**src/rtl/dma_ctrl_pkg.sv**
```systemverilog
// ----------------------------------------------------------------------------
// dma_ctrl_pkg
// Shared definitions for the single-channel copy DMA controller.
//   - Default bus widths for dma_ctrl.
//   - 3-bit FSM state encodings used by dma_ctrl and dma_ctrl_fsm.
// ----------------------------------------------------------------------------
package dma_ctrl_pkg;

    localparam int ADDR_W_DEFAULT = 8;
    localparam int DATA_W_DEFAULT = 64;

    // State encodings are fixed values so that existing debug scripts and
    // logic analysers that decode the raw state bits keep working.
    localparam logic [2:0] IDLE = 3'd0;  // waiting for start
    localparam logic [2:0] RD   = 3'd1;  // read address phase
    localparam logic [2:0] CAP  = 3'd2;  // capture read data from the bus
    localparam logic [2:0] WR   = 3'd3;  // write phase
    localparam logic [2:0] DONE = 3'd4;  // one-cycle completion

endpackage

```
**src/rtl/dma_ctrl_fsm.sv**
```systemverilog
// ----------------------------------------------------------------------------
// dma_ctrl_fsm
// State register and next-state logic of the DMA controller.
//
// Ports
//   clk        in   clock, rising edge
//   reset_n    in   asynchronous active-low reset
//   start      in   transfer launch pulse (only honoured in IDLE)
//   size_zero  in   the size presented with start is zero
//   last_word  in   the word in flight is the final one of the transfer
//   m_grant    in   bus grant; advances RD and WR
//   state      out  current registered state
// ----------------------------------------------------------------------------
module dma_ctrl_fsm
    import dma_ctrl_pkg::*;
(
    input  logic       clk,
    input  logic       reset_n,
    input  logic       start,
    input  logic       size_zero,
    input  logic       last_word,
    input  logic       m_grant,
    output logic [2:0] state
);

    logic [2:0] state_next;

    // NOTE: every variable written in always_comb gets a default first, so
    // paths that do not assign it cannot infer a latch.
    always_comb begin
        state_next = state;
        case (state)
            IDLE: if (start) state_next = size_zero ? DONE : RD;
            RD:   if (m_grant) state_next = CAP;
            // Read data is already in flight, so capture never stalls.
            CAP:  state_next = WR;
            WR:   if (m_grant) state_next = last_word ? DONE : RD;
            DONE: state_next = IDLE;
            default: state_next = IDLE;
        endcase
    end

    // NOTE: sequential state uses non-blocking assignments so every register
    // samples the pre-edge values regardless of block evaluation order.
    always_ff @(posedge clk or negedge reset_n) begin
        if (!reset_n) state <= IDLE;
        else          state <= state_next;
    end

endmodule

```
**src/rtl/dma_ctrl.sv**
```systemverilog
// ----------------------------------------------------------------------------
// dma_ctrl
// Single-channel memory-to-memory copy DMA. Each word costs a read address
// phase (RD), a data capture phase (CAP) and a write phase (WR); RD and WR
// stall while the arbiter withholds the grant. All outputs are decoded from
// registered state only.
//
// Ports
//   clk        in   clock, rising edge
//   reset_n    in   asynchronous active-low reset
//   start      in   transfer launch pulse, sampled in IDLE only
//   src_addr   in   first source word address
//   dst_addr   in   first destination word address
//   size       in   word count (0 = complete immediately, no bus traffic)
//   m_req      out  bus request
//   m_wr       out  bus write strobe (1 = write, 0 = read)
//   m_address  out  bus address
//   m_dout     out  bus write data (always the data register)
//   m_grant    in   arbiter grant
//   m_din      in   bus read data, valid the cycle after the read address
//   busy       out  transfer in progress, including the DONE cycle
//   done       out  one-cycle completion pulse
// ----------------------------------------------------------------------------
module dma_ctrl
    import dma_ctrl_pkg::*;
#(
    parameter int ADDR_W = ADDR_W_DEFAULT,
    parameter int DATA_W = DATA_W_DEFAULT
) (
    input  logic              clk,
    input  logic              reset_n,
    input  logic              start,
    input  logic [ADDR_W-1:0] src_addr,
    input  logic [ADDR_W-1:0] dst_addr,
    input  logic [7:0]        size,
    output logic              m_req,
    output logic              m_wr,
    output logic [ADDR_W-1:0] m_address,
    output logic [DATA_W-1:0] m_dout,
    input  logic              m_grant,
    input  logic [DATA_W-1:0] m_din,
    output logic              busy,
    output logic              done
);

    logic [2:0]        state;
    logic [ADDR_W-1:0] src_q;
    logic [ADDR_W-1:0] dst_q;
    logic [7:0]        count_q;
    logic [DATA_W-1:0] data_q;

    logic size_zero;
    logic last_word;
    logic load;
    logic advance;

    assign size_zero = (size == 8'd0);
    // The decrement in WR reaches zero exactly when one word remains.
    assign last_word = (count_q == 8'd1);
    assign load      = (state == IDLE) && start && !size_zero;
    assign advance   = (state == WR) && m_grant;

    dma_ctrl_fsm u_fsm (
        .clk       (clk),
        .reset_n   (reset_n),
        .start     (start),
        .size_zero (size_zero),
        .last_word (last_word),
        .m_grant   (m_grant),
        .state     (state)
    );

    // NOTE: the data register is reset along with the address/count
    // registers so m_dout is a defined zero straight out of reset.
    always_ff @(posedge clk or negedge reset_n) begin
        if (!reset_n) begin
            src_q   <= '0;
            dst_q   <= '0;
            count_q <= '0;
            data_q  <= '0;
        end else begin
            if (load) begin
                src_q   <= src_addr;
                dst_q   <= dst_addr;
                count_q <= size;
            end
            // Slave select is registered, so the word addressed in RD is on
            // m_din during CAP whether or not the grant is still held.
            if (state == CAP) data_q <= m_din;
            if (advance) begin
                // Address arithmetic wraps naturally at ADDR_W bits.
                src_q   <= src_q + ADDR_W'(1);
                dst_q   <= dst_q + ADDR_W'(1);
                count_q <= count_q - 8'd1;
            end
        end
    end

    // Moore output decode: nothing here depends on m_grant or m_din.
    always_comb begin
        m_req     = 1'b0;
        m_wr      = 1'b0;
        m_address = '0;
        case (state)
            RD: begin
                m_req     = 1'b1;
                m_address = src_q;
            end
            CAP: m_req = 1'b1;
            WR: begin
                m_req     = 1'b1;
                m_wr      = 1'b1;
                m_address = dst_q;
            end
            default: ;
        endcase
    end

    assign m_dout = data_q;
    assign busy   = (state != IDLE);
    assign done   = (state == DONE);

endmodule

```
**config.mk**
```make
export PLATFORM = sky130hd
export DESIGN_NAME = dma_ctrl
export DESIGN_NICKNAME = d
export VERILOG_FILES = /design/src/rtl/dma_ctrl_pkg.sv /design/src/rtl/dma_ctrl_fsm.sv /design/src/rtl/dma_ctrl.sv
export SDC_FILE = /design/constraint.sdc
export NUM_CORES = 1
export LEC_CHECK = 0
export ABC_AREA = 1
export BUFFER_PORTS_ARGS = -buffer_cell sky130_fd_sc_hd__buf_2
export CORE_MARGIN = 5
export CORE_UTILIZATION = 50
export DETAILED_ROUTE_END_ITERATION = 7
export PLACE_DENSITY = 0.8
export SETUP_SLACK_MARGIN = 0.2
export SYNTH_ARGS = -nofsm -noshare
export SYNTH_HDL_FRONTEND = slang
export SYNTH_HIERARCHICAL = 1
export SYNTH_SLANG_ARGS = --single-unit
```
**constraint.sdc**
```tcl
create_clock -name clk -period 1.6 [get_ports clk]
set_input_delay 0.32 -clock clk [delete_from_list [all_inputs] [get_ports clk]]
set_output_delay 0.32 -clock clk [all_outputs]
set_load 0.05 [all_outputs]
```
* Word-level counts from Yosys, hierarchy flattened *
Cells that the tools add are included.

operators by class
  $add $sub $neg = 3
  eq/ne operators = 8
  muxes and demuxes = 15
  reduce and logical (&&, ||, !) cells = 10

operators by type and width
  operator                                                                count
  8-bit two-way mux                                                       6
  8-bit by 1-bit adder with 8-bit output (second input constant)          2
  8-bit case mux with 2 select lines                                      1
  3-bit two-way mux                                                       5
  3-bit case mux with 4 select lines                                      1
  8-bit by 1-bit equality test with 1-bit output (second input constant)  1
  8-bit logical NOT                                                       1
  8-bit by 1-bit subtractor with 8-bit output (second input constant)     1
  3-bit by 2-bit equality test with 1-bit output (second input constant)  2
  2-bit inequality test (second input constant)                           3
  3-bit by 1-bit equality test with 1-bit output (second input constant)  1
  3-bit equality test (second input constant)                             1
  1-bit logical AND                                                       3
  3-bit logical NOT                                                       1
  3-bit AND reduction                                                     1
  3-bit nonzero test                                                      1
  3-bit OR reduction                                                      1
  1-bit two-way mux                                                       2
  2-bit nonzero test                                                      1
  1-bit logical NOT                                                       1

word-level totals
  register bits = 91
  bits of input ports = 92
  output and inout port bits = 76
  logic and storage cells = 41

* Longest topological paths before layout *
  depth in word-level cells = 5
  gate-level depth with buffers = 9

* By module *
The synthesis kept the hierarchy.

by module, submodules not included
  module        times used  cells each  area an instance (µm²)  sequential area each (µm²)
  dma_ctrl      1           414         4594.4                  2202.1
  dma_ctrl_fsm  1           26          181.4                   75.1

* Worst setup path after synthesis *
OpenSTA, ideal clock, no wires.

  path kind = register to output
  start point = reg u_fsm.state[0]
  end point = out done
  arrival time = 1626 ps
  required time = 1280 ps
  setup slack = -346 ps
  cell stages (with the launch flop) = 2
  cell sequence = dfrtp_1 > nor3_1

between the ends
  cells in the longest elaborated chain, start to end = 1

RTL lines
  what                    line                source
  from (decl)             dma_ctrl_fsm.sv:23  output logic [2:0] state
  from (signal assigned)  dma_ctrl_fsm.sv:47  else state <= state_next;
  3-bit equality test     dma_ctrl.sv:121     assign done = (state == DONE);
  to (decl)               dma_ctrl.sv:43      output logic done

Every way passes these cells.

* Worst setup path after layout *
  start point = reg u_fsm.state[2]
  end point = out m_address[3]

between the ends
  cells in the longest elaborated chain, start to end = 2
  elaborated cells between the ends (all ways) = 3
  those cells by class = eq/ne (2); mux (1)

RTL lines
  what                                                                                                                     line             source
  3-bit by 2-bit equality test with 1-bit output / 3-bit by 1-bit equality test with 1-bit output (equally long branches)  dma_ctrl.sv:104  case (state)
  8-bit case mux with 2 select lines (*)                                                                                   dma_ctrl.sv:104
  to (decl)                                                                                                                dma_ctrl.sv:38   output logic [ADDR_W-1:0] m_address,

Mark *: on every way between the ends. The rest lies on a longest branch, timed or not.

==> out/metrics.cfg <==
[floorplanning]
rows = 35
design.core.area_sq_mm = 0.00928
die_y_microns = 108
io-pin-count = 168
dieArea_sq_mm = 0.0116
die_w_microns = 108
initial_utilization_pct = 51.4

[place]
routabilityCongestion = 0.931
placed_cells = 747
place.port_buffers = 167
placed_cell_area_sq_mm = 0.00603
dp_hpwl_microns = 9410

[logic_synthesis]
yosys_most_used_dff = dfrtp_1
syn-mean-instance-area_sq_um = 10.9
synth_seq_cells = 91
yosysWarnings = 6
synth_top_area_share_pct = 47.7
synthArstFlopShare_pct = 100
synth_common_cells = dfrtp_1, nand2_1, mux2_4, nand3_1, inv_1
syn_nets = 536
ys_seq_area_share_pct = 47.7
syn_area_sq_mm = 0.00478
synthTopCellsByArea = dfrtp_1, mux2_4, nand2_1, nand3_1, inv_1
synth_edf_count = 0
netlist_instances = 440
synthDistinctLibCells = 30
synth_top_area_cell = dfrtp_1
yosysMostFrequentCell = dfrtp_1

[final_layout]
drive_above_1_share_pct = 62.6
syn2layout_area_growth_pct = 54.8
post-route-util_pct = 79.6
stdcell_count = 801
multi_input_area_sq_mm = 0.00269
seq_area_sq_mm = 0.00228
nNetsFinal = 764
num_antenna_cells = 0
fin_area_sq_mm = 0.00739
nFillCells = 501

[run_status]
violations = hold timing, setup timing
status = finished with violations

[power]
p_seq_share_pct = 23.6
swShare_pct = 49.6
p_clk_share_pct = 9.4
finalPower_uw = 18800
pwr-share-comb_pct = 67.0
p_int_uw = 9470
p_sw_uw = 9340
peakVddDrop_uv = 1320
p_leak_uw = 0.00378
cellPowerDensity_mw_per_mm2 = 2540

[clock_network]
cts.sinks = 91
htree_levels = 3
clockRootBuffer = clkbuf_8
worstSkewPairLatency_ns = 0.35
clk_path_buf_depth = 2
cts_made_buffers = 9
clk_pin_slew_worst_paths_ns = 0.10
cts_tree = yes

[routing]
drtIter0Drc = 334
dr.pass1.iters = 6
drtAntennaViolNets = 0
wl_per_cell_microns = 20.0
vias_per_cell = 5.48
drc = 0
routed_wl_microns = 16000
num_vias = 4393

[global_route]
grt_pass1_wl_microns = 23500
grt_start_max_net_pins = 92
grt_antenna_before_repair = 0
grt_pass1_vias = 4500
grt_remaining_overflow = 0
grtUsageTotal_pct = 25.8

[timing]
relSlewSlack_pct = 66.2
hold_viol = 6
fin_ws_ns = -0.214
clock_skew_ns = 0.00911
drv_slew = 0
whs_ns = -0.0354
rsz0062_at_grt = yes
setup_viol = 92
period_needed_ns = 1.81
period_share_pct = 113
fmax_mhz = 551
worst_pin_slew_ns = 0.507

[critical_path]
path_max_fanout = 8
max_stage_delay_ns = 0.42
start_kind = register
crit_type = register to primary output
crit_chain = inv_4 -> nand3_4 -> buf_12 -> o22ai_4 -> buf_8
cp.required_ns = 1.28
slowest_stage = dfrtp_1
crit_path_end_kind = primary output
worstPathArrival_ns = 1.49

[run]
drv_cap = 0

[worst_hold_path]
hp-class = primary input to async pin

==> worst max-delay path: cells and delay by family, from the launching register on <==
family | cells | cell delay [ns]
and+or+nand+nor | 1 | 0.10
buffers and inverters | 3 | 0.45
DFF | 1 | 0.42
AOI/OAI and AO/OA | 1 | 0.16
==> power by group through the flow <==
stage               clock network, uW  registers (uW)  logic [uW]
finish                           1760            4440       12600
detailed placement                  0            4360       10000
floorplan                           0            7210        5010
CTS                              1800            4310       11800
global route                     1900            4560       13100
global placement                    0            4300        9770
==> cell type report <==
class	count	share of cell area (%)
clock buffers	9	1.68
clock inverters	6	1.29
inverters	48	2.72
multi-input cells	291	36.4
flip-flops and latches	91	30.8
well taps	129	2.18
repair buffers	227	24.9
==> path summary, 6_finish.rpt <==
check	from	end	slack, ns	cells past startpoint
min in group clk	m_din[7]	m_dout[7]	0.19	2
setup reg to reg	u_fsm/state[0]	m_dout[28]	-0.14	7
hold reg to reg	m_dout[52]	m_dout[52]	0.51	1
max in group asynchronous	reset_n	m_dout[56]	1.22	2
setup / recovery	u_fsm/state[2]	m_address[3]	-0.21	5
hold / removal	reset_n	dst_q[4]	-0.04	2
==> sequential cells by signal, summed over array words and instances, names as in the netlist <==
| signal | cells |
|---|---|
| dst_q | 8 |
| count_q | 8 |
| m_dout | 64 |
| src_q | 8 |
| u_fsm/state | 3 |
==> timing repair <==
action,CTS,global route
pin swaps,38,23
gates resized for setup,96,64
setup endpoints to repair,92,104
cloned,10,2
setup buffers,19,8
hold buffers,0,0
==> placed cells by master, fill, tap and decap left out, types with 3 or more instances in the layout <==
master	Yosys	layout
o21ai_0	9	8
buf_2	0	152
ha_1	4	4
nor2_4	2	4
nand2_4	3	6
nand2_2	0	23
o22ai_4	0	8
nor2_1	16	12
nor2_2	1	3
nand3_4	1	7
nand2_8	1	8
o21ai_1	10	3
buf_4	2	14
nand3_2	11	35
buf_16	0	7
nand4_1	10	10
clkbuf_8	0	9
o21ai_2	1	9
buf_12	6	17
inv_1	45	42
mux2_2	4	4
inv_6	0	3
dfrtp_1	91	89
buf_6	6	29
nand3_1	49	19
nand2_1	89	60
mux2_4	60	60
buf_8	0	5
==> cell families after synthesis <==
| group | synth area share [%] |
|---|---|
| AND/OR/NAND/NOR | 19.8 |
| multiplexers | 19.8 |
| XOR/XNOR | 0.183 |
| AO/OA/AOI/OAI | 3.48 |
| adder cells (fa/ha/maj) | 1.05 |
| buffers and inverters | 8.04 |
| flip-flops | 47.7 |
==> routing by layer <==
layer  wire length (microns)  up-vias  global-route usage (%)  part of all wire (%)
li1                        -     1933                       -                     -
met1                    5850     2139                    29.9                    37
met2                    8190      271                    46.7                    51
met3                    1500       50                    6.54                   9.3
met4                     477        0                    7.84                   3.0
met5                       0        -                       0                     0
==> through the flow <==
stage | worst slack (ns) | setup TNS [ns]
after global placement | 0.0640 | 0
after global routing | -0.296 | -12.83
after CTS | -0.222 | -5.02
after detailed placement | 0.0311 | 0
after floorplan | -0.00300 | -0.0240
final | -0.214 | -6.77
Note: power is estimated with default switching activity, not from simulation.
